--- config.mk ---
export PLATFORM = sky130hd
export DESIGN_NAME = dmem_rmw_ctrl
export DESIGN_NICKNAME = d
export VERILOG_FILES = /design/src/rtl/dmem_rmw_ctrl.sv
export SDC_FILE = /design/constraint.sdc
export NUM_CORES = 1
export LEC_CHECK = 0
export BUFFER_PORTS_ARGS = -buffer_cell sky130_fd_sc_hd__buf_2
export CORE_AREA = 3 3 108 110
export CTS_BUF_LIST = sky130_fd_sc_hd__clkbuf_4 sky130_fd_sc_hd__clkbuf_8 sky130_fd_sc_hd__clkbuf_16
export CTS_CLUSTER_SIZE = 24
export DETAILED_ROUTE_END_ITERATION = 12
export DIE_AREA = 0 0 111 113
export PLACE_DENSITY = 0.73
export RECOVER_POWER = 25
export SETUP_SLACK_MARGIN = 0.4
export SLEW_MARGIN = 30
export SYNTH_ARGS = -nofsm -noshare
export SYNTH_HDL_FRONTEND = slang
export SYNTH_SLANG_ARGS = --single-unit
--- constraint.sdc ---
create_clock -name clk -period 5 [get_ports clk]
set_input_delay 0.75 -clock clk [delete_from_list [all_inputs] [get_ports clk]]
set_output_delay 0.75 -clock clk [all_outputs]
set_load 0.05 [all_outputs]
--- src/rtl/dmem_rmw_ctrl.sv ---
// Data-memory access sequencer between the MEM stage and a single-port
// synchronous data RAM. Loads and word stores go straight through; byte and
// halfword stores read the word, let the external width converter merge the
// new data in, and write the merged word back. Misaligned requests complete
// with an error and never touch the RAM.
module dmem_rmw_ctrl #(
    parameter int ADDR_W = 10
) (
    input  logic              clk,
    input  logic              rst,
    input  logic              req_valid,
    output logic              req_ready,
    input  logic              req_we,
    input  logic [1:0]        req_width,
    input  logic [31:0]       req_addr,
    input  logic [31:0]       req_wdata,
    output logic              resp_valid,
    output logic              resp_err,
    output logic [31:0]       resp_rdata,
    output logic [1:0]        conv_width,
    output logic [1:0]        conv_pos,
    output logic [31:0]       conv_rf_data,
    output logic [31:0]       conv_mem_data,
    input  logic [31:0]       conv_merged,
    output logic              ram_en,
    output logic              ram_we,
    output logic [ADDR_W-1:0] ram_addr,
    output logic [31:0]       ram_wdata,
    input  logic [31:0]       ram_rdata
);

    // Width codes shared with the store-side converter; 2'b11 behaves as word.
    localparam logic [1:0] WCONV_WORD = 2'd0;
    localparam logic [1:0] WCONV_HALF = 2'd1;
    localparam logic [1:0] WCONV_BYTE = 2'd2;

    typedef enum logic [2:0] {IDLE, RD, CAP, WR, DONE} state_t;

    state_t            state;
    state_t            state_nxt;
    logic              we_q;
    logic [1:0]        width_q;
    logic [ADDR_W+1:0] addr_q;
    logic [31:0]       wdata_q;
    logic [31:0]       mem_q;
    logic              err_q;

    logic              accept;
    logic              req_sub;
    logic              req_misaligned;
    logic              unused_addr_hi;

    // Upper byte-address bits lie outside the RAM and are ignored.
    assign unused_addr_hi = ^{req_addr[31:ADDR_W+2], WCONV_WORD};

    assign req_ready      = (state == IDLE) && !rst;
    assign accept         = req_valid && req_ready;
    assign req_sub        = (req_width == WCONV_HALF) || (req_width == WCONV_BYTE);
    assign req_misaligned = ((req_width == WCONV_HALF) && req_addr[0]) ||
                            (!req_sub && (req_addr[1:0] != 2'b00));

    // Outputs decode from registered state only, so reset drops them at once.
    assign ram_en        = (state == RD) || (state == WR);
    assign ram_we        = (state == WR);
    assign ram_addr      = addr_q[ADDR_W+1:2];
    assign ram_wdata     = conv_merged;
    assign resp_valid    = (state == DONE);
    assign resp_err      = (state == DONE) && err_q;
    assign resp_rdata    = mem_q;
    assign conv_width    = width_q;
    assign conv_pos      = addr_q[1:0];
    assign conv_rf_data  = wdata_q;
    assign conv_mem_data = mem_q;

    // State register.
    always_ff @(posedge clk or posedge rst) begin
        if (rst) begin
            state <= IDLE;
        end else begin
            state <= state_nxt;
        end
    end

    // Next-state decode: misaligned skips the RAM, word stores skip the read.
    always_comb begin
        state_nxt = state;
        case (state)
            IDLE: begin
                if (accept) begin
                    if (req_misaligned) begin
                        state_nxt = DONE;
                    end else if (!req_we || req_sub) begin
                        state_nxt = RD;
                    end else begin
                        state_nxt = WR;
                    end
                end
            end
            RD:      state_nxt = CAP;
            CAP:     state_nxt = we_q ? WR : DONE;
            WR:      state_nxt = DONE;
            DONE:    state_nxt = IDLE;
            default: state_nxt = IDLE;
        endcase
    end

    // Request fields are captured once at accept and held for the whole access.
    always_ff @(posedge clk or posedge rst) begin
        if (rst) begin
            we_q    <= 1'b0;
            width_q <= 2'b00;
            addr_q  <= '0;
            wdata_q <= 32'h0;
        end else if (accept) begin
            we_q    <= req_we;
            width_q <= req_width;
            addr_q  <= req_addr[ADDR_W+1:0];
            wdata_q <= req_wdata;
        end
    end

    // RAM read data is registered in CAP; it is both load result and merge base.
    always_ff @(posedge clk or posedge rst) begin
        if (rst) begin
            mem_q <= 32'h0;
        end else if (state == CAP) begin
            mem_q <= ram_rdata;
        end
    end

    // Error flag lives from accept until the DONE cycle reports it.
    always_ff @(posedge clk or posedge rst) begin
        if (rst) begin
            err_q <= 1'b0;
        end else if (accept) begin
            err_q <= req_misaligned;
        end else if (state == DONE) begin
            err_q <= 1'b0;
        end
    end

endmodule

==> flow_summary.ini <==
[yosys]
async_flop_share_pct = 100
synth_top_area_share_pct = 54.3
synth_most_common_cell = dfrtp_1
synth_area_um2 = 3830
ys_seq_elements = 83
synth_top_area_cell = dfrtp_1
synth_nets = 402
post_synth_num_cell_types = 28
ys_warn_count = 0
synth_common_cells = dfrtp_1, buf_4, mux2_2
synthTopCellsByArea = dfrtp_1, mux2_2, buf_4, mux2_4, buf_6
postSynthCellCount = 267
avgSynthCellArea_um2 = 14.3
synth_edf_count = 0
yosys_most_used_dff = dfrtp_1
synth_seq_area_share_pct = 54.3

[die]
io_pins = 281
placementRows = 38
core_um2 = 10800
die-area_um2 = 12500
start_util_pct = 35.5
die_h_um = 113
die_width_um = 111

[drt]
antenna_left = 0
drt_first_pass_iters = 3
drc = 0
viasPerCell = 4.51
routed_wl_um = 8260
wl_per_cell_um = 15.1
vias = 2470
drtIter0Drc = 78

[layout]
layout-drive-gt1-share_pct = 72.8
fin_area_um2 = 4630
antenna_cells = 0
area_growth_pct = 21.1
instances_no_fill = 548
nNetsFinal = 538

[clock_network]
cts_root_buf = clkbuf_8
cts.sinks = 83
post_cts_buffers = 0
cts_resized = 0
cts_made_buffers = 9
cts_max_path_buffers = 2
cts-hold-fix-buffers = 0
cts_tree = done
clk_pin_slew_worst_paths_ns = 0.08
htreeDepth = 3
clk-insertion-delay-late_ns = 0.34

[timing]
skew_ns = 0.0110
fin_setup_tns_ns = 0
min_period_ns = 3.18
setup_violations = 0
slew_headroom_pct = -62.5
whs_ns = 0.476
rsz0062_at_grt = no
post-route-period-util_pct = 63.7
tightestPinTransition_ns = 2.44
fmax_mhz = 314
finalHoldViolations = 0
slew_viol_final = 47

[status]
status = finished, violations left
violations = capacitance limit, slew limit

[global_route]
grt_antenna_before_repair = 0
overflow = 0
grt_max_degree = 47
gr-usage-all-layers_pct = 13.1
grt_pass1_vias = 2651
grt_pass1_wl_um = 13300

[worst_setup_path]
r2r-start = state[0]
path_buf_inv = 3
arrival_ns = 3.13
reg2reg_slack_ns = 2.56
cp.required_ns = 4.94
cpPeakStageDelay_ns = 1.79
rr_worst_depth = 4
startpoint = rst
crit_path_end_kind = asynchronous set/reset pin
crit_path_top_delay_cell = clkbuf_1
timing.rr.end = conv_rf_data[18]
path_delay_family = buffers and inverters
crit_chain = clkbuf_1, clkinv_2, clkbuf_1
critPathLaunchType = primary input
cp_max_fo = 46
worstSetupPathType = primary input to asynchronous set/reset pin
cp_common_cell = clkbuf_1

[flow_run]
maxCapViolCount = 1

[placed_design]
gp_congestion = 0.797
port_buffers = 196
dp_cells = 532
dp_hpwl_um = 6440
placed_cell_area_um2 = 4430

[hold_path]
worst_hold_path_type = primary input to asynchronous set/reset pin
## sequential cells by signal, summed over array words and instances (netlist names)
name	cells
state	3
conv_mem_data	32
addr_q	12
conv_width	2
conv_rf_data	32
err_q	1
we_q	1
## per-layer routing
metal  global-route usage [%]  share of wire, %  vias up
li1                         -                 -     1117
met1                     14.7                38     1198
met2                     22.5                50      129
met3                     4.49               9.3       26
met4                     6.49               2.7        0
met5                        0                 0        -
## cells by family after synthesis
kind of cell    after synthesis  synth area share [%]
compound gates                9                  1.70
fa+ha+maj                     1                 0.327
buf+inv                      78                  15.4
flops                        83                  54.3
mux                          80                  25.4
simple gates                 16                  2.91
## layout by cell type, fill, tap and decap left out
cell type	n
and3_1	1
a211o_1	1
clkinv_2	1
clkbuf_4	1
a31o_2	1
buf_4	2
buf_2	194
a221oi_1	1
clkbuf_8	10
or3_1	1
nor2_1	3
clkinv_4	2
clkinvlp_4	2
nand4_1	1
and2_1	2
dfrtp_1	83
a21o_1	1
nor3_4	1
ha_1	1
mux2_2	61
mux2_4	19
inv_1	3
nand2_1	3
a21oi_1	1
o21ai_0	2
nand2b_1	1
nand3_2	1
nor2b_1	1
bufinv_16	1
clkbuf_1	3
nor3b_4	1
a211oi_1	1
a32oi_1	1
## through the flow
step                util (%)  setup WS [ns]
floorplan                  -           1.49
global placement        41.1           1.73
detailed placement      41.1           1.69
CTS                     43.0           2.06
global route            42.9           1.13
finish                  42.9           1.82
## worst max path at each step
stage | to | slack, ns | cells past startpoint
floorplan | conv_rf_data[10] | 1.49 | 5
global placement | addr_q[7] | 1.73 | 5
detailed placement | conv_rf_data[28] | 1.69 | 5
CTS | conv_rf_data[20] | 2.06 | 5
global route | addr_q[10] | 1.13 | 3
finish | conv_mem_data[26] | 1.82 | 3
## final cells by class
type | instances | area (um2)
repair buffers | 199 | 997
fillers | 1021 | 6160
clock inverters | 5 | 62.6
inverters | 4 | 16.3
clock buffers | 11 | 145
flip-flops and latches | 83 | 2080
well taps | 140 | 175
multi-input cells | 106 | 1160
Power is not shown: default switching activity piles up to over one toggle a cycle in this logic, so the estimate is an artifact.
